File: src/rtl/seg_pkg.sv
`default_nettype none
// ============================================================================
// Package  : seg_pkg
// Brief    : Shared constants, phase encoding and helpers for the seven-segment
//            digit scanning path (scanner + leading-zero mask).
// Revision : 1.0 - initial release
// ============================================================================
package seg_pkg;

  localparam int BCD_W      = 4;
  localparam int BCD_MAX    = 9;
  localparam int MAX_DIGITS = 8;

  // Phase of the current digit slot: guard interval first, then the digit.
  typedef enum logic [0:0] {
    PH_BLANK = 1'b0,
    PH_SHOW  = 1'b1
  } phase_e;

  // One-hot common-pin enable for a digit index.
  function automatic logic [MAX_DIGITS-1:0] onehot_en(input int unsigned idx);
    logic [MAX_DIGITS-1:0] one;
    one = MAX_DIGITS'(1);
    return one << idx;
  endfunction

endpackage
`default_nettype wire

File: src/rtl/seg_lz_mask.sv
`default_nettype none
// ============================================================================
// Module   : seg_lz_mask
// Brief    : Combinational leading-zero mask. Bit i is set when suppression is
//            enabled, i > 0 and every digit from i up to the top is zero.
//            Digit 0 is never suppressed so a value of zero still shows "0".
// Revision : 1.0 - initial release
// ============================================================================
module seg_lz_mask
  import seg_pkg::*;
#(
  parameter int NUM_DIGITS = 4
) (
  input  logic [BCD_W*NUM_DIGITS-1:0] digits,
  input  logic                        lz_suppress,
  output logic [NUM_DIGITS-1:0]       suppress
);

  logic w_hi_zero;

  // Walk from the most significant digit down, tracking "all zero so far".
  always_comb begin
    w_hi_zero = 1'b1;
    suppress  = '0;
    for (int i = NUM_DIGITS - 1; i >= 0; i--) begin
      w_hi_zero = w_hi_zero & (digits[i*BCD_W +: BCD_W] == '0);
      if (i > 0) begin
        suppress[i] = lz_suppress & w_hi_zero;
      end
    end
  end

endmodule
`default_nettype wire

File: src/rtl/seg_scan_mux.sv
`default_nettype none
// ============================================================================
// Module   : seg_scan_mux
// Brief    : Time-multiplexed BCD digit scanner feeding the seg10 decoder.
//            Each slot starts with a blanking guard, then drives one digit
//            with a one-hot common-pin enable. The displayed value is swapped
//            only at frame boundaries so the display never tears.
// Revision : 1.0 - initial release
// ============================================================================
module seg_scan_mux
  import seg_pkg::*;
#(
  parameter int NUM_DIGITS   = 4,
  parameter int SCAN_DIV     = 4096,
  parameter int BLANK_CYCLES = 64,
  parameter bit LZ_SUPPRESS  = 1'b1
) (
  input  logic                        clk,
  input  logic                        reset_n,
  input  logic [BCD_W*NUM_DIGITS-1:0] digits,
  input  logic                        upd,
  output logic [BCD_W-1:0]            digit_code,
  output logic [NUM_DIGITS-1:0]       digit_en,
  output logic                        blank,
  output logic                        frame_start
);

  localparam int                 c_t_w      = (SCAN_DIV > 1) ? $clog2(SCAN_DIV) : 1;
  localparam int                 c_idx_w    = (NUM_DIGITS > 1) ? $clog2(NUM_DIGITS) : 1;
  localparam logic [c_t_w-1:0]   c_t_last   = c_t_w'(SCAN_DIV - 1);
  localparam logic [c_idx_w-1:0] c_idx_last = c_idx_w'(NUM_DIGITS - 1);
  // With no guard interval, t=0 is already a SHOW cycle.
  localparam phase_e             c_ph_rst   = (BLANK_CYCLES > 0) ? PH_BLANK : PH_SHOW;

  generate
    if (NUM_DIGITS < 1 || NUM_DIGITS > MAX_DIGITS) begin : g_chk_digits
      $error("seg_scan_mux: NUM_DIGITS out of range 1..8");
    end
    if (BLANK_CYCLES < 0 || SCAN_DIV <= BLANK_CYCLES) begin : g_chk_div
      $error("seg_scan_mux: SCAN_DIV must exceed BLANK_CYCLES >= 0");
    end
  endgenerate

  logic [c_t_w-1:0]            r_t, w_t_nxt;
  logic [c_idx_w-1:0]          r_idx, w_idx_nxt;
  phase_e                      r_phase, w_phase_nxt;
  logic [BCD_W*NUM_DIGITS-1:0] r_active, r_shadow;
  logic                        r_pending;
  logic                        w_t_wrap, w_frame_end;
  logic [NUM_DIGITS-1:0]       w_lz_mask;
  logic [BCD_W-1:0]            w_cur_digit;
  logic                        w_cur_lz, w_cur_sup;
  logic [BCD_W-1:0]            w_code_nxt;
  logic [NUM_DIGITS-1:0]       w_en_nxt;
  logic                        w_blank_nxt;

  assign w_t_wrap    = (r_t == c_t_last);
  assign w_frame_end = w_t_wrap && (r_idx == c_idx_last);

  seg_lz_mask #(
    .NUM_DIGITS (NUM_DIGITS)
  ) u_lz_mask (
    .digits      (r_active),
    .lz_suppress (LZ_SUPPRESS),
    .suppress    (w_lz_mask)
  );

  // Select the active digit and its leading-zero flag for the current slot.
  always_comb begin
    w_cur_digit = '0;
    w_cur_lz    = 1'b0;
    for (int i = 0; i < NUM_DIGITS; i++) begin
      if (r_idx == c_idx_w'(i)) begin
        w_cur_digit = r_active[i*BCD_W +: BCD_W];
        w_cur_lz    = w_lz_mask[i];
      end
    end
    w_cur_sup = (w_cur_digit > BCD_W'(BCD_MAX)) || w_cur_lz;
  end

  // Slot timer, digit index and phase state register.
  always_ff @(posedge clk or negedge reset_n) begin
    if (!reset_n) begin
      r_t     <= '0;
      r_idx   <= '0;
      r_phase <= c_ph_rst;
    end else begin
      r_t     <= w_t_nxt;
      r_idx   <= w_idx_nxt;
      r_phase <= w_phase_nxt;
    end
  end

  // Next timer/index/phase and the slot output decode.
  always_comb begin
    w_t_nxt     = r_t + 1'b1;
    w_idx_nxt   = r_idx;
    w_code_nxt  = '0;
    w_en_nxt    = '0;
    w_blank_nxt = 1'b1;
    if (w_t_wrap) begin
      w_t_nxt   = '0;
      w_idx_nxt = (r_idx == c_idx_last) ? '0 : r_idx + 1'b1;
    end
    w_phase_nxt = (int'(w_t_nxt) < BLANK_CYCLES) ? PH_BLANK : PH_SHOW;
    case (r_phase)
      PH_SHOW: begin
        if (!w_cur_sup) begin
          w_code_nxt  = w_cur_digit;
          w_en_nxt    = NUM_DIGITS'(onehot_en(int'(r_idx)));
          w_blank_nxt = 1'b0;
        end
      end
      default: ;
    endcase
  end

  // Shadow capture on upd; swap into the active set only at the frame end.
  always_ff @(posedge clk or negedge reset_n) begin
    if (!reset_n) begin
      r_shadow  <= '0;
      r_pending <= 1'b0;
      r_active  <= '0;
    end else begin
      if (upd) begin
        r_shadow  <= digits;
        r_pending <= 1'b1;
      end
      if (w_frame_end && (r_pending || upd)) begin
        r_active  <= upd ? digits : r_shadow;
        r_pending <= 1'b0;
      end
    end
  end

  // Registered outputs, one clock behind the slot state.
  always_ff @(posedge clk or negedge reset_n) begin
    if (!reset_n) begin
      digit_code  <= '0;
      digit_en    <= '0;
      blank       <= 1'b1;
      frame_start <= 1'b0;
    end else begin
      digit_code  <= w_code_nxt;
      digit_en    <= w_en_nxt;
      blank       <= w_blank_nxt;
      frame_start <= (r_t == '0) && (r_idx == '0);
    end
  end

endmodule
`default_nettype wire

File: config.mk
export PLATFORM = sky130hd
export DESIGN_NAME = seg_scan_mux
export DESIGN_NICKNAME = d
export VERILOG_FILES = /design/src/rtl/seg_pkg.sv /design/src/rtl/seg_lz_mask.sv /design/src/rtl/seg_scan_mux.sv
export SDC_FILE = /design/constraint.sdc
export NUM_CORES = 1
export LEC_CHECK = 0
export BUFFER_PORTS_ARGS = -buffer_cell sky130_fd_sc_hd__buf_4
export CORE_AREA = 2 2 105 107
export DETAILED_ROUTE_END_ITERATION = 7
export DIE_AREA = 0 0 107 109
export MAX_ROUTING_LAYER = met4
export PLACE_DENSITY_LB_ADDON = 0.2
export RECOVER_POWER = 50
export SYNTH_ARGS = -nofsm -noshare
export SYNTH_HDL_FRONTEND = slang
export SYNTH_SLANG_ARGS = --single-unit
File: constraint.sdc
create_clock -name clk -period 3.4 [get_ports clk]
set_clock_uncertainty 0.15 [all_clocks]
set_input_delay 0.34 -clock clk [delete_from_list [all_inputs] [get_ports clk]]
set_output_delay 0.34 -clock clk [all_outputs]
set_load 0.01 [all_outputs]
# ---- Yosys cells after proc, flatten, opt, wreduce, memory -nomap -nowiden
# Index checks and enable logic that the tools add are counted.
dict set report totals {
  regBits 58
  out_inout_bits 10
}
dict set report op_classes {
  add_sub_neg 2
  magnitude_cmp 2
  n_eq_ne 4
  n_shift 1
  mux 19
  bitwise_logic 2
  reduce_logical 11
}
# operator n
set op_table {}
lappend op_table {{2-to-1 mux 4 bit} 8}
lappend op_table {{2-to-1 mux 16 bit} 1}
lappend op_table {{adder 12 x 1 -> 12 bit, second input constant} 1}
lappend op_table {{== test 12 bit, second input constant} 1}
lappend op_table {{logical NOT 12 bit} 1}
lappend op_table {{logical NOT 4 bit} 3}
lappend op_table {{< comparator 12 x 7 -> 1 bit, second input constant} 1}
lappend op_table {{2-to-1 mux 12 bit} 1}
lappend op_table {{2-to-1 mux 1 bit} 8}
lappend op_table {{== test 2 bit, second input constant} 2}
lappend op_table {{> comparator 4 bit, second input constant} 1}
lappend op_table {{left shift 1 x 2 -> 4 bit, first input constant} 1}
lappend op_table {{logical AND 1 bit} 3}
lappend op_table {{adder 2 x 1 -> 2 bit, second input constant} 1}
lappend op_table {{bitwise AND 1 bit} 2}
lappend op_table {{== test 2 x 1 -> 1 bit, second input constant} 1}
lappend op_table {{logical NOT 2 bit} 1}
lappend op_table {{logical OR 1 bit} 2}
lappend op_table {{2-to-1 mux 2 bit} 1}
lappend op_table {{nonzero test 2 bit} 1}

# ---- Logic depth before layout (Yosys ltp)
dict set report depth {
  word_depth 9
  mapped_depth 8
  depth_no_buf 7
}

# ---- By module
# A second synthesis with hierarchy kept.
dict set report hier_totals {
  hier_cells 228
  hier_area_um2 2676.3
}
# module n_inst cells_each area_each_um2
set by_module_without_submodules {}
lappend by_module_without_submodules {seg_scan_mux 1 220 2618.8}
lappend by_module_without_submodules {seg_lz_mask 1 8 57.6}

# ---- Least setup slack after synthesis
# OpenSTA, ideal clock, no wires.
dict set report synth_timing {
  kind {register to register}
  start {register r_t[0]}
  end {register r_active[12]}
  setup_ps 125
  t_arrival_ps 1950
  setup_slack_ps 1175
  path_stages_with_launch 7
  path_buffers 2
  cell_sequence {dfrtp_1 -> ha_1 -> clkbuf_1 -> nand2_1 -> nor4_4 -> buf_6 -> mux2_4}
}
dict set report synth_between {
  elab_chain_len 3
}
# element line_no
set synth_rtl {}
lappend synth_rtl {{from (decl)} seg_scan_mux.sv:44} ;# logic [c_t_w-1:0] r_t, w_t_nxt;
lappend synth_rtl {{from (signal assigned)} seg_scan_mux.sv:88} ;# r_t <= w_t_nxt;
lappend synth_rtl {{== test 12 bit} seg_scan_mux.sv:57} ;# assign w_t_wrap = (r_t == c_t_last);
lappend synth_rtl {{logical AND 1 bit} seg_scan_mux.sv:58} ;# assign w_frame_end = w_t_wrap && (r_idx == c_idx_last);
lappend synth_rtl {{logical AND 1 bit} seg_scan_mux.sv:129} ;# if (w_frame_end && (r_pending || upd)) begin
lappend synth_rtl {{to (signal assigned)} seg_scan_mux.sv:130} ;# r_active <= upd ? digits : r_shadow;
lappend synth_rtl {{to (decl)} seg_scan_mux.sv:47} ;# logic [BCD_W*NUM_DIGITS-1:0] r_active, r_shadow;
# Every way passes these cells.
# A chain may end at the register's enable or synchronous reset.

# ---- Final worst setup path
dict set report layout_timing {
  start {register r_idx[1]}
  end {register digit_en[2]}
}
dict set report layout_between {
  elab_chain_len 9
}
# element line_no
set layout_rtl {}
lappend layout_rtl {{from (decl)} seg_scan_mux.sv:45} ;# logic [c_idx_w-1:0] r_idx, w_idx_nxt;
lappend layout_rtl {{from (signal assigned)} seg_scan_mux.sv:89} ;# r_idx <= w_idx_nxt;
lappend layout_rtl {{logical NOT 2 bit} seg_scan_mux.sv:73} ;# if (r_idx == c_idx_w'(i)) begin
lappend layout_rtl {{2-to-1 mux 4 bit (4 in series)} seg_scan_mux.sv:73}
lappend layout_rtl {{> comparator 4 bit} seg_scan_mux.sv:78} ;# w_cur_sup = (w_cur_digit > BCD_W'(BCD_MAX)) || w_cur_lz;
lappend layout_rtl {{logical OR 1 bit} seg_scan_mux.sv:78}
lappend layout_rtl {{2-to-1 mux 4 bit *} seg_scan_mux.sv:108} ;# if (!w_cur_sup) begin
lappend layout_rtl {{2-to-1 mux 4 bit *} seg_scan_mux.sv:106} ;# case (r_phase)
lappend layout_rtl {{net w_en_nxt[2]} seg_scan_mux.sv:54} ;# logic [NUM_DIGITS-1:0] w_en_nxt;
lappend layout_rtl {{to (signal assigned)} seg_scan_mux.sv:145} ;# digit_en <= w_en_nxt;
lappend layout_rtl {{to (decl)} seg_scan_mux.sv:23} ;# output logic [NUM_DIGITS-1:0] digit_en,
# The timed path passes the listed nets; every way through them passes the cells marked *.

==> qor.yml <==
status: "completed"
first_pass_detailed_route_iteration_total: 4
std_cell_rows: 38
die-width_um: 107
fillerInstances: 1110
async_sr_flop_fraction: 1.00
tritoncts: "yes"
synthesis.instances: 216
wl_per_cell_um: 12.7
cp_max_fo: 10
synth-compound-area-share: 0.0740
mappedNetlistNets: 241
antenna-diode-count: 0
mostFrequentLayoutCell: "dfrtp_1"
layout_setup_ws_ns: 1.17
slew_headroom: 0.0485
routabilityCongestion: 0.768
p_total_mw: 1.53
port_buffers: 28
area_delta_synth_final_pct: 21.4
post_synth_mux_area_share: 0.137
final-hold-violation-count: 0
totalWireLength_um: 4980
syn_area_per_cell_um2: 11.9
postSynthRegisterBits: 58
fp.dieH_um: 109
synth_edf_count: 0
timing.setup.critical_path_class: "reg -> reg"
syn-cell-area_mm2: 0.00257
power.leakage_nw: 1.36
cp.arrival_ns: 2.30
grt_pass1_vias: 1709
fin_setup_tns_ns: 0
timing.critical_path.from_type: "flop"
detail-route-antenna-nets: 0
holdWs_ns: 0.0930
syn_warnings: 0
die_area_mm2: 0.0117
post_route_cells_drive_above_1_share: 0.221
critPathCaptureType: "flop"
class_of_the_most_critical_hold_timing_path: "in -> reg"
peakVddDrop_uv: 180
cts_buffer_depth: 2
cts-htree-levels: 3
clock_latency_on_the_worst_skew_pair_ns: 0.34
via_per_inst: 4.23
clkSlewWorstSetupHoldPaths_ns: 0.07
post_cts_resize_count: 0
finalMaxSlewViolations: 0
grt_antenna_before_repair: 0
power_density_mw_per_mm2: 490
grt_first_pass_wirelength_um: 8570
cp_data_required_time_ns: 3.47
drt_iter0_markers: 65
maximum_number_of_pins_on_one_net_before_global_route_repair: 59
cts_num_sinks: 58
grt_use_total: 0.0993
max_clock_freq_ghz: 0.448
drcViolationCount: 0
synth_top_family_by_area: "multiplexers"
synthSimpleGateAreaFrac: 0.132
slew_at_the_pin_closest_to_its_max_slew_limit_ns: 1.43
synth_cell_types: 39
synthXorXnorAreaFrac: 0.0341
pre_cts_ws_ns: 1.17
place_hpwl_um: 3460
finalSetupViolations: 0
drv_cap: 0
final_net_count: 273
area.sequential_mm2: 0.00145
globalRoute.totalOverflow: 0
rsz0062_at_grt: "false"
tmin_final_ns: 2.23
coreArea_mm2: 0.0106
cts_buffers: 9
synth_seq_area_share: 0.566
clockRootBuffer: "clkbuf_8"
num_vias: 1663
initial_core_util: 0.242
multi_input_area_mm2: 0.00104
ys_dominant_reg_cell: "dfrtp_1"
final.period_utilization: 0.657
layout_common_cells: "dfrtp_1, nand2_1, buf_4"
yosys.area_share.adder: 0.0292
boundaryPins: 29
-- power by group --
part,switching (mW),internal [mW],total [mW]
clock,0.275,0.453,0.728
sequential,0.0104,0.717,0.727
combinational,0.0366,0.0350,0.0717
-- cells by family (layout without fill, tap and decap cells) --
group                    Yosys count  after routing
AND/OR/NAND/NOR                   62             62
buffers and inverters             17             54
flip-flops                        58             58
multiplexers                      30             30
adder cells (fa/ha/maj)            6              6
XOR/XNOR                          10             10
AO/OA/AOI/OAI                     33             33
-- metal layers --
metal  global-route usage  share of wire  vias to the layer above
met5                    -              0                        -
met4               0.0557          0.025                        0
met3               0.0203          0.044                        9
met1                0.133           0.51                      801
met2                0.140           0.42                       36
li1                     -              -                      817
-- layout make-up --
type                            count  area share
Clock buffer                       12      0.0498
Clock inverter                      4      0.0237
Inverter                            8     0.00963
Multi-Input combinational cell    141       0.335
Sequential cell                    58       0.466
Tap cell                          140      0.0562
Timing Repair Buffer               30      0.0602
-- flip-flops by register name, indices dropped and copies added, names as in the netlist --
name / flops
r_active: 16
r_shadow: 16
r_t: 12
digit_code: 4
digit_en: 4
r_idx: 2
blank: 1
frame_start: 1
r_pending: 1
r_phase: 1
-- Yosys cell counts (2+ instances only) --
cell	n	area, um2
inv_1	8	30.0
nor3_1	2	10.0
nand3_1	2	10.0
ha_1	6	75.1
o31ai_1	2	15.0
mux2_4	4	60.1
a22oi_1	3	22.5
nor2_1	14	52.6
and3_1	5	31.3
xnor2_1	4	35.0
xor2_1	6	52.6
a21oi_1	11	55.1
mux2_2	25	282
or4_1	2	15.0
dfrtp_1	57	1430
a31oi_1	2	12.5
o21ai_0	12	60.1
clkbuf_1	7	26.3
nand4_1	3	18.8
nand2_1	22	82.6
-- worst max-delay path, cell delays in order (launching register included) --
cell and delay, ns:
dfrtp_1 0.40, inv_1 0.10, ha_1 0.30, or4b_2 0.61, o21bai_1 0.14, a21oi_1 0.19
and3_1 0.23
-- stage by stage --
step,instances,util,area (um2)
after global routing,393,0.294,3120
after global placement,376,0.275,2920
after floorplan,216,-,2570
after CTS,393,0.298,3160
after detailed placement,376,0.275,2920
final,393,0.294,3120
-- final timing paths --
kind	startpoint	to	slack [ns]	cells after the start
max reg2reg	r_idx[1]	digit_en[2]	1.17	6
min reg2reg	r_shadow[9]	r_shadow[9]	0.34	1
min in group asynchronous	reset_n	r_shadow[4]	0.70	2
min	digits[6]	r_shadow[6]	0.09	2
max in group asynchronous	reset_n	r_active[9]	1.51	2
max	r_idx[1]	digit_en[2]	1.17	6
-- repair_timing --
action	in CTS	in global routing
endpoints found under the hold margin	57	0
hold buffers	1	0
buffers inserted	0	0
(Power assumes the default switching activity.)
